==> src/rtl/uart_tx_fifo_if.sv <==
// Write-side bus of the buffered UART transmitter: the core pushes bytes and
// watches the FIFO status flags.
interface uart_tx_fifo_if #(
    parameter int DEPTH_LOG2 = 4
);
    logic                  wr_enable;
    logic [7:0]            wr_data;
    logic                  full;
    logic                  empty;
    logic [DEPTH_LOG2:0]   count;
    logic                  overflow;

    modport master (
        output wr_enable, wr_data,
        input  full, empty, count, overflow
    );

    modport slave (
        input  wr_enable, wr_data,
        output full, empty, count, overflow
    );
endinterface

==> src/rtl/uart_tx_fifo.sv <==
// Buffered 8N1 UART transmitter: a circular-buffer FIFO feeding a two-state
// serializer that drains queued bytes back-to-back.
module uart_tx_fifo #(
    parameter int CLK_PER_BIT = 868,
    parameter int DEPTH_LOG2  = 4
) (
    input  logic          clock,
    input  logic          reset,
    uart_tx_fifo_if.slave wr_bus,
    output logic          uart_busy,
    output logic          uart_tx,
    output logic [2:0]    led
);
    localparam int DEPTH = 1 << DEPTH_LOG2;
    localparam logic [DEPTH_LOG2:0] FULL_COUNT = (DEPTH_LOG2 + 1)'(DEPTH);
    localparam logic [DEPTH_LOG2:0] COUNT_ONE  = (DEPTH_LOG2 + 1)'(1);
    localparam logic [DEPTH_LOG2-1:0] PTR_ONE  = DEPTH_LOG2'(1);
    localparam logic [9:0] LAST_CLK = 10'(CLK_PER_BIT - 1);

    typedef enum logic {
        IDLE,
        SEND
    } state_t;

    state_t                state;
    state_t                state_next;
    logic [7:0]            mem [DEPTH];
    logic [DEPTH_LOG2-1:0] wr_ptr;
    logic [DEPTH_LOG2-1:0] rd_ptr;
    logic [DEPTH_LOG2:0]   count;
    logic                  overflow;
    logic                  full;
    logic                  empty;
    logic                  push;
    logic                  pop;
    logic [9:0]            clk_cnt;
    logic [9:0]            clk_cnt_next;
    logic [3:0]            bit_cnt;
    logic [3:0]            bit_cnt_next;
    logic [9:0]            shift;
    logic [9:0]            shift_next;

    assign full  = (count == FULL_COUNT);
    assign empty = (count == '0);
    assign push  = wr_bus.wr_enable && !full;

    // A write while full is dropped even if the serializer pops in the same cycle.
    always_ff @(posedge clock) begin
        if (!reset) begin
            wr_ptr   <= '0;
            rd_ptr   <= '0;
            count    <= '0;
            overflow <= 1'b0;
        end else begin
            if (push) begin
                wr_ptr <= wr_ptr + PTR_ONE;
            end
            if (pop) begin
                rd_ptr <= rd_ptr + PTR_ONE;
            end
            if (wr_bus.wr_enable && full) begin
                overflow <= 1'b1;
            end
            case ({push, pop})
                2'b10:   count <= count + COUNT_ONE;
                2'b01:   count <= count - COUNT_ONE;
                default: count <= count;
            endcase
        end
    end

    always_ff @(posedge clock) begin
        if (push) begin
            mem[wr_ptr] <= wr_bus.wr_data;
        end
    end

    always_ff @(posedge clock) begin
        if (!reset) begin
            state   <= IDLE;
            clk_cnt <= '0;
            bit_cnt <= '0;
            shift   <= '1;
        end else begin
            state   <= state_next;
            clk_cnt <= clk_cnt_next;
            bit_cnt <= bit_cnt_next;
            shift   <= shift_next;
        end
    end

    // The shift register is loaded with the whole frame, start bit in the LSB,
    // and refills with ones so the line rests high once the stop bit is out.
    always_comb begin
        state_next   = state;
        clk_cnt_next = clk_cnt;
        bit_cnt_next = bit_cnt;
        shift_next   = shift;
        pop          = 1'b0;
        case (state)
            IDLE: begin
                if (!empty) begin
                    pop        = 1'b1;
                    shift_next = {1'b1, mem[rd_ptr], 1'b0};
                    state_next = SEND;
                end
            end
            SEND: begin
                if (clk_cnt == LAST_CLK) begin
                    clk_cnt_next = '0;
                    shift_next   = {1'b1, shift[9:1]};
                    if (bit_cnt == 4'd9) begin
                        bit_cnt_next = '0;
                        state_next   = IDLE;
                    end else begin
                        bit_cnt_next = bit_cnt + 4'd1;
                    end
                end else begin
                    clk_cnt_next = clk_cnt + 10'd1;
                end
            end
            default: state_next = IDLE;
        endcase
    end

    assign uart_tx   = shift[0];
    assign uart_busy = (state == SEND);
    assign led       = overflow ? 3'b100 : ((state == SEND) ? 3'b010 : 3'b001);

    assign wr_bus.full     = full;
    assign wr_bus.empty    = empty;
    assign wr_bus.count    = count;
    assign wr_bus.overflow = overflow;
endmodule

==> src/flat_wrapper.sv <==
// flat-port wrapper written by rule: the top's interface ports become plain ports
module uart_tx_fifo_flat 
#(
    parameter int CLK_PER_BIT = 868,
    parameter int DEPTH_LOG2  = 4
)
  (clock, reset, uart_busy, uart_tx, led, wr_bus_wr_enable, wr_bus_wr_data, wr_bus_full, wr_bus_empty, wr_bus_count, wr_bus_overflow);
  uart_tx_fifo_if #(.DEPTH_LOG2(DEPTH_LOG2)) wr_bus_i ();
  input  logic clock;
  input  logic reset;
  output logic uart_busy;
  output logic uart_tx;
  output logic [2:0] led;
  input wire logic [$bits(wr_bus_i.wr_enable)-1:0] wr_bus_wr_enable;
  input wire logic [$bits(wr_bus_i.wr_data)-1:0] wr_bus_wr_data;
  output wire logic [$bits(wr_bus_i.full)-1:0] wr_bus_full;
  output wire logic [$bits(wr_bus_i.empty)-1:0] wr_bus_empty;
  output wire logic [$bits(wr_bus_i.count)-1:0] wr_bus_count;
  output wire logic [$bits(wr_bus_i.overflow)-1:0] wr_bus_overflow;
  assign wr_bus_i.wr_enable = wr_bus_wr_enable;
  assign wr_bus_i.wr_data = wr_bus_wr_data;
  assign wr_bus_full = wr_bus_i.full;
  assign wr_bus_empty = wr_bus_i.empty;
  assign wr_bus_count = wr_bus_i.count;
  assign wr_bus_overflow = wr_bus_i.overflow;
  uart_tx_fifo #(.CLK_PER_BIT(CLK_PER_BIT), .DEPTH_LOG2(DEPTH_LOG2)) u_core (.clock(clock), .reset(reset), .wr_bus(wr_bus_i), .uart_busy(uart_busy), .uart_tx(uart_tx), .led(led));
endmodule
==> config.mk <==
export PLATFORM = sky130hd
export DESIGN_NAME = uart_tx_fifo_flat
export DESIGN_NICKNAME = d
export VERILOG_FILES = /design/src/rtl/uart_tx_fifo_if.sv /design/src/rtl/uart_tx_fifo.sv /design/src/flat_wrapper.sv
export SDC_FILE = /design/constraint.sdc
export NUM_CORES = 1
export LEC_CHECK = 0
export ABC_AREA = 1
export ABC_CLOCK_PERIOD_IN_PS = 1900
export BUFFER_PORTS_ARGS = -buffer_cell sky130_fd_sc_hd__buf_2
export CAP_MARGIN = 20
export CORE_MARGIN = 10
export CORE_UTILIZATION = 50
export DETAILED_ROUTE_END_ITERATION = 10
export PLACE_DENSITY = 0.79
export SLEW_MARGIN = 10
export SYNTH_ARGS = -nofsm -noshare
export SYNTH_HDL_FRONTEND = slang
export SYNTH_SLANG_ARGS = --single-unit
==> constraint.sdc <==
create_clock -name clock -period 1.9 [get_ports clock]
set_clock_uncertainty 0.05 [all_clocks]
set_input_delay 0.095 -clock clock [delete_from_list [all_inputs] [get_ports clock]]
set_output_delay 0.095 -clock clock [all_outputs]
set_load 0.01 [all_outputs]
==> flow_summary.ini <==
[pwr]
power_leakage_nw = 3.27
clockPowerShare = 0.319
pwr-share-comb = 0.296
switching_share = 0.333
vdd_drop_max_v = 0.00106
power_density_mw_per_mm2 = 1370
power.switching_mw = 3.89
power.share.sequential = 0.385
p_int_mw = 7.78

[finish]
fin_cells = 920
drive_gt1_frac = 0.173
fillers = 1039
antennaDiodeCount = 0
fin_nets = 747
syn_to_final_growth_pct = 18.1
utilization = 0.608
layout_commonest_cell = edfxtp_1
final_cell_mix = edfxtp_1 (128), inv_1 (98), nand2_1 (73), nand3_1 (71), a21oi_1 (51)

[critical_path]
r2r-end = u_core.wr_bus.count[4]
start_kind = flip-flop
r2r-start = u_core.wr_bus.count[3]
crit_end = u_core.wr_bus.count[4]
cp.required_ps = 2190
crit_path_start = u_core.wr_bus.count[3]
crit_type = flip-flop to flip-flop
critPathCaptureType = flip-flop
ff2ff_setup_slack_ps = -20
reg2reg_depth = 13
arrival_ps = 2200
cp_max_fo = 4

[timing]
setup_violations = 1
tightest_slew_ps = 396
whs_ps = 26.6
clock.fmax_mhz = 522
rsz0062_at_grt = yes
hold_violations = 0
slew_headroom = 0.736
fin_tns_setup_ps = -17.5
fin_crit_ps = 1920
setup_ws_ps = -17.5
slew_viol_final = 0
fin_crit_sh = 1.01

[placed_design]
post-place-ws_ps = -75.0
dp_cells = 884
io_buffers = 23
place_congestion = 0.836
dp_hpwl_um = 10400

[min_path]
min_path_type = input port to flip-flop

[drt]
wl_per_cell_um = 17.8
drt_wl_total_um = 16400
vias_per_cell = 5.65
dr.pass1.iters = 8
ant_nets = 0
vias = 5199
detailedRoute.firstIterationViolations = 573
drcViolationCount = 0

[outcome]
violations = negative setup slack
status = finished with violations

[synthesis]
syn_nets = 695
synth_top_flop_cell = edfxtp_1
syn-cell-area_mm2 = 0.00720
synth_area_leaders = edfxtp_1 (53%), dfxtp_1 (12%), inv_1 (5.2%)
async_flop_share = 0
ys_ff_latch = 170
ys_seq_area_frac = 0.650
synth_cells = 675
ys_warn_count = 0
synth_edf_count = 128
yosysUniqueCellTypes = 33
avgSynthCellArea_um2 = 10.7
synth_top_area_frac = 0.534
post-synth-top-area-cell = edfxtp_1

[floorplan]
start_util = 0.515
ios = 24
rows = 43
die_w_um = 140
coreArea_mm2 = 0.0140
design.die.area_mm2 = 0.0196
dieHeight_um = 140

[global_routing]
grt_max_degree = 47
grt_pass1_vias = 5132
top_usage_layer = met2
grt_util_all_layers = 0.166
grt_pass1_wl_um = 25800
met2_usage = 0.275
grt_use_met1 = 0.197
antenna_found_initial = 0
grt_util_met3 = 0.0362
grt_overflow = 0

[clock_tree]
root_buffer = clkbuf_16
clock_sinks = 170
clk_pin_slew_ps = 70
cts_tree = built
clockBufferDepth = 2
clk_latency_ps = 430
cts_made_buffers = 17
cts_max_level = 4

[flow_run]
cap_violations = 0
## per-stage QoR
stage	power (mW)	instance area [um^2]
after floorplan	6.61	7210
after global placement	7.54	7720
after detailed placement	7.71	7720
after CTS	11.5	8430
after global routing	12.2	8510
final	11.7	8510
## cell usage after synthesis (4+ instances only)
| cell | number |
|---|---|
| nand2_1 | 75 |
| buf_2 | 21 |
| nor2_1 | 44 |
| dfxtp_1 | 42 |
| o211ai_1 | 39 |
| o21ai_0 | 44 |
| nand2_2 | 4 |
| nor3_1 | 4 |
| xor2_1 | 6 |
| edfxtp_1 | 128 |
| a21oi_1 | 51 |
| nand3_1 | 73 |
| nand4_1 | 7 |
| ha_1 | 9 |
| clkbuf_1 | 6 |
| inv_1 | 99 |
## worst max-delay path, cell delays in order (launching register included)
cell,delay [ps]
dfxtp_2,340
nor2_4,160
nand3_4,110
nand2_4,90
ha_4,210
xor2_4,170
ha_2,210
inv_2,50
nand2_2,90
nand2_2,70
nand3_1,80
nand3_1,80
nand2_1,70
inv_1,40
## sequential cells by signal (all words and copies together) (netlist names), 4 cells and up, named ones only
signal and flops:
u_core.rd_ptr 4, u_core.clk_cnt 10, u_core.shift 9, u_core.mem 128, u_core.wr_bus.count 5, u_core.bit_cnt 4, u_core.wr_ptr 4
## cell families (layout without fill, tap and decap cells)
family	Yosys count	count (layout)	share of synthesized area
fa+ha+maj	9	9	0.0156
buf+inv	132	197	0.0733
compound gates	139	139	0.112
flops	170	170	0.650
xor+xnor	8	8	0.00973
simple gates	217	217	0.139
## power by group through the flow
stage	combinational [mW]	clock (mW)	sequential, mW
6_report	3.46	3.72	4.49
3_5_place_dp	3.18	0	4.53
4_1_cts	3.29	3.74	4.46
2_1_floorplan	2.09	0	4.52
3_3_place_gp	3.03	0	4.52
5_1_grt	3.80	3.89	4.51
## cell type report
| type | instances | area (um^2) | area share |
|---|---|---|---|
| flip-flops and latches | 170 | 4700 | 0.552 |
| multi-input cells | 373 | 2100 | 0.246 |
| repair buffers | 63 | 460 | 0.0541 |
| clock buffers | 17 | 425 | 0.0500 |
| inverters | 102 | 385 | 0.0453 |
| well taps | 180 | 225 | 0.0265 |
| clock inverters | 15 | 221 | 0.0260 |
## routing by layer
layer | wire length (um) | share of wire
met1 | 6510 | 0.40
met2 | 8210 | 0.50
met3 | 1160 | 0.070
met4 | 531 | 0.032
met5 | 0 | 0
## how the worst min path moves through the flow
| stage | slack, ps | startpoint | endpoint | depth (start not counted) |
|---|---|---|---|---|
| finish | 30 | wr_bus_wr_data[5] | u_core.mem[13][5] | 1 |
| global route | 30 | wr_bus_wr_data[5] | u_core.mem[13][5] | 1 |
| global placement | 320 | wr_bus_wr_enable | u_core.wr_bus.overflow | 3 |
| CTS | 5 | wr_bus_wr_data[5] | u_core.mem[13][5] | 1 |
| detailed placement | 330 | wr_bus_wr_enable | u_core.wr_bus.overflow | 3 |
| floorplan | 140 | wr_bus_wr_data[0] | u_core.mem[0][0] | 0 |
## what timing repair did
item	4_1_cts	5_1_grt
setup buffers	0	1
endpoints found under the setup margin	2	36
hold buffers	3	0
gates resized for setup	5	15
endpoints found under the hold margin	21	0
pin swaps	2	3
(Power assumes the default switching activity.)
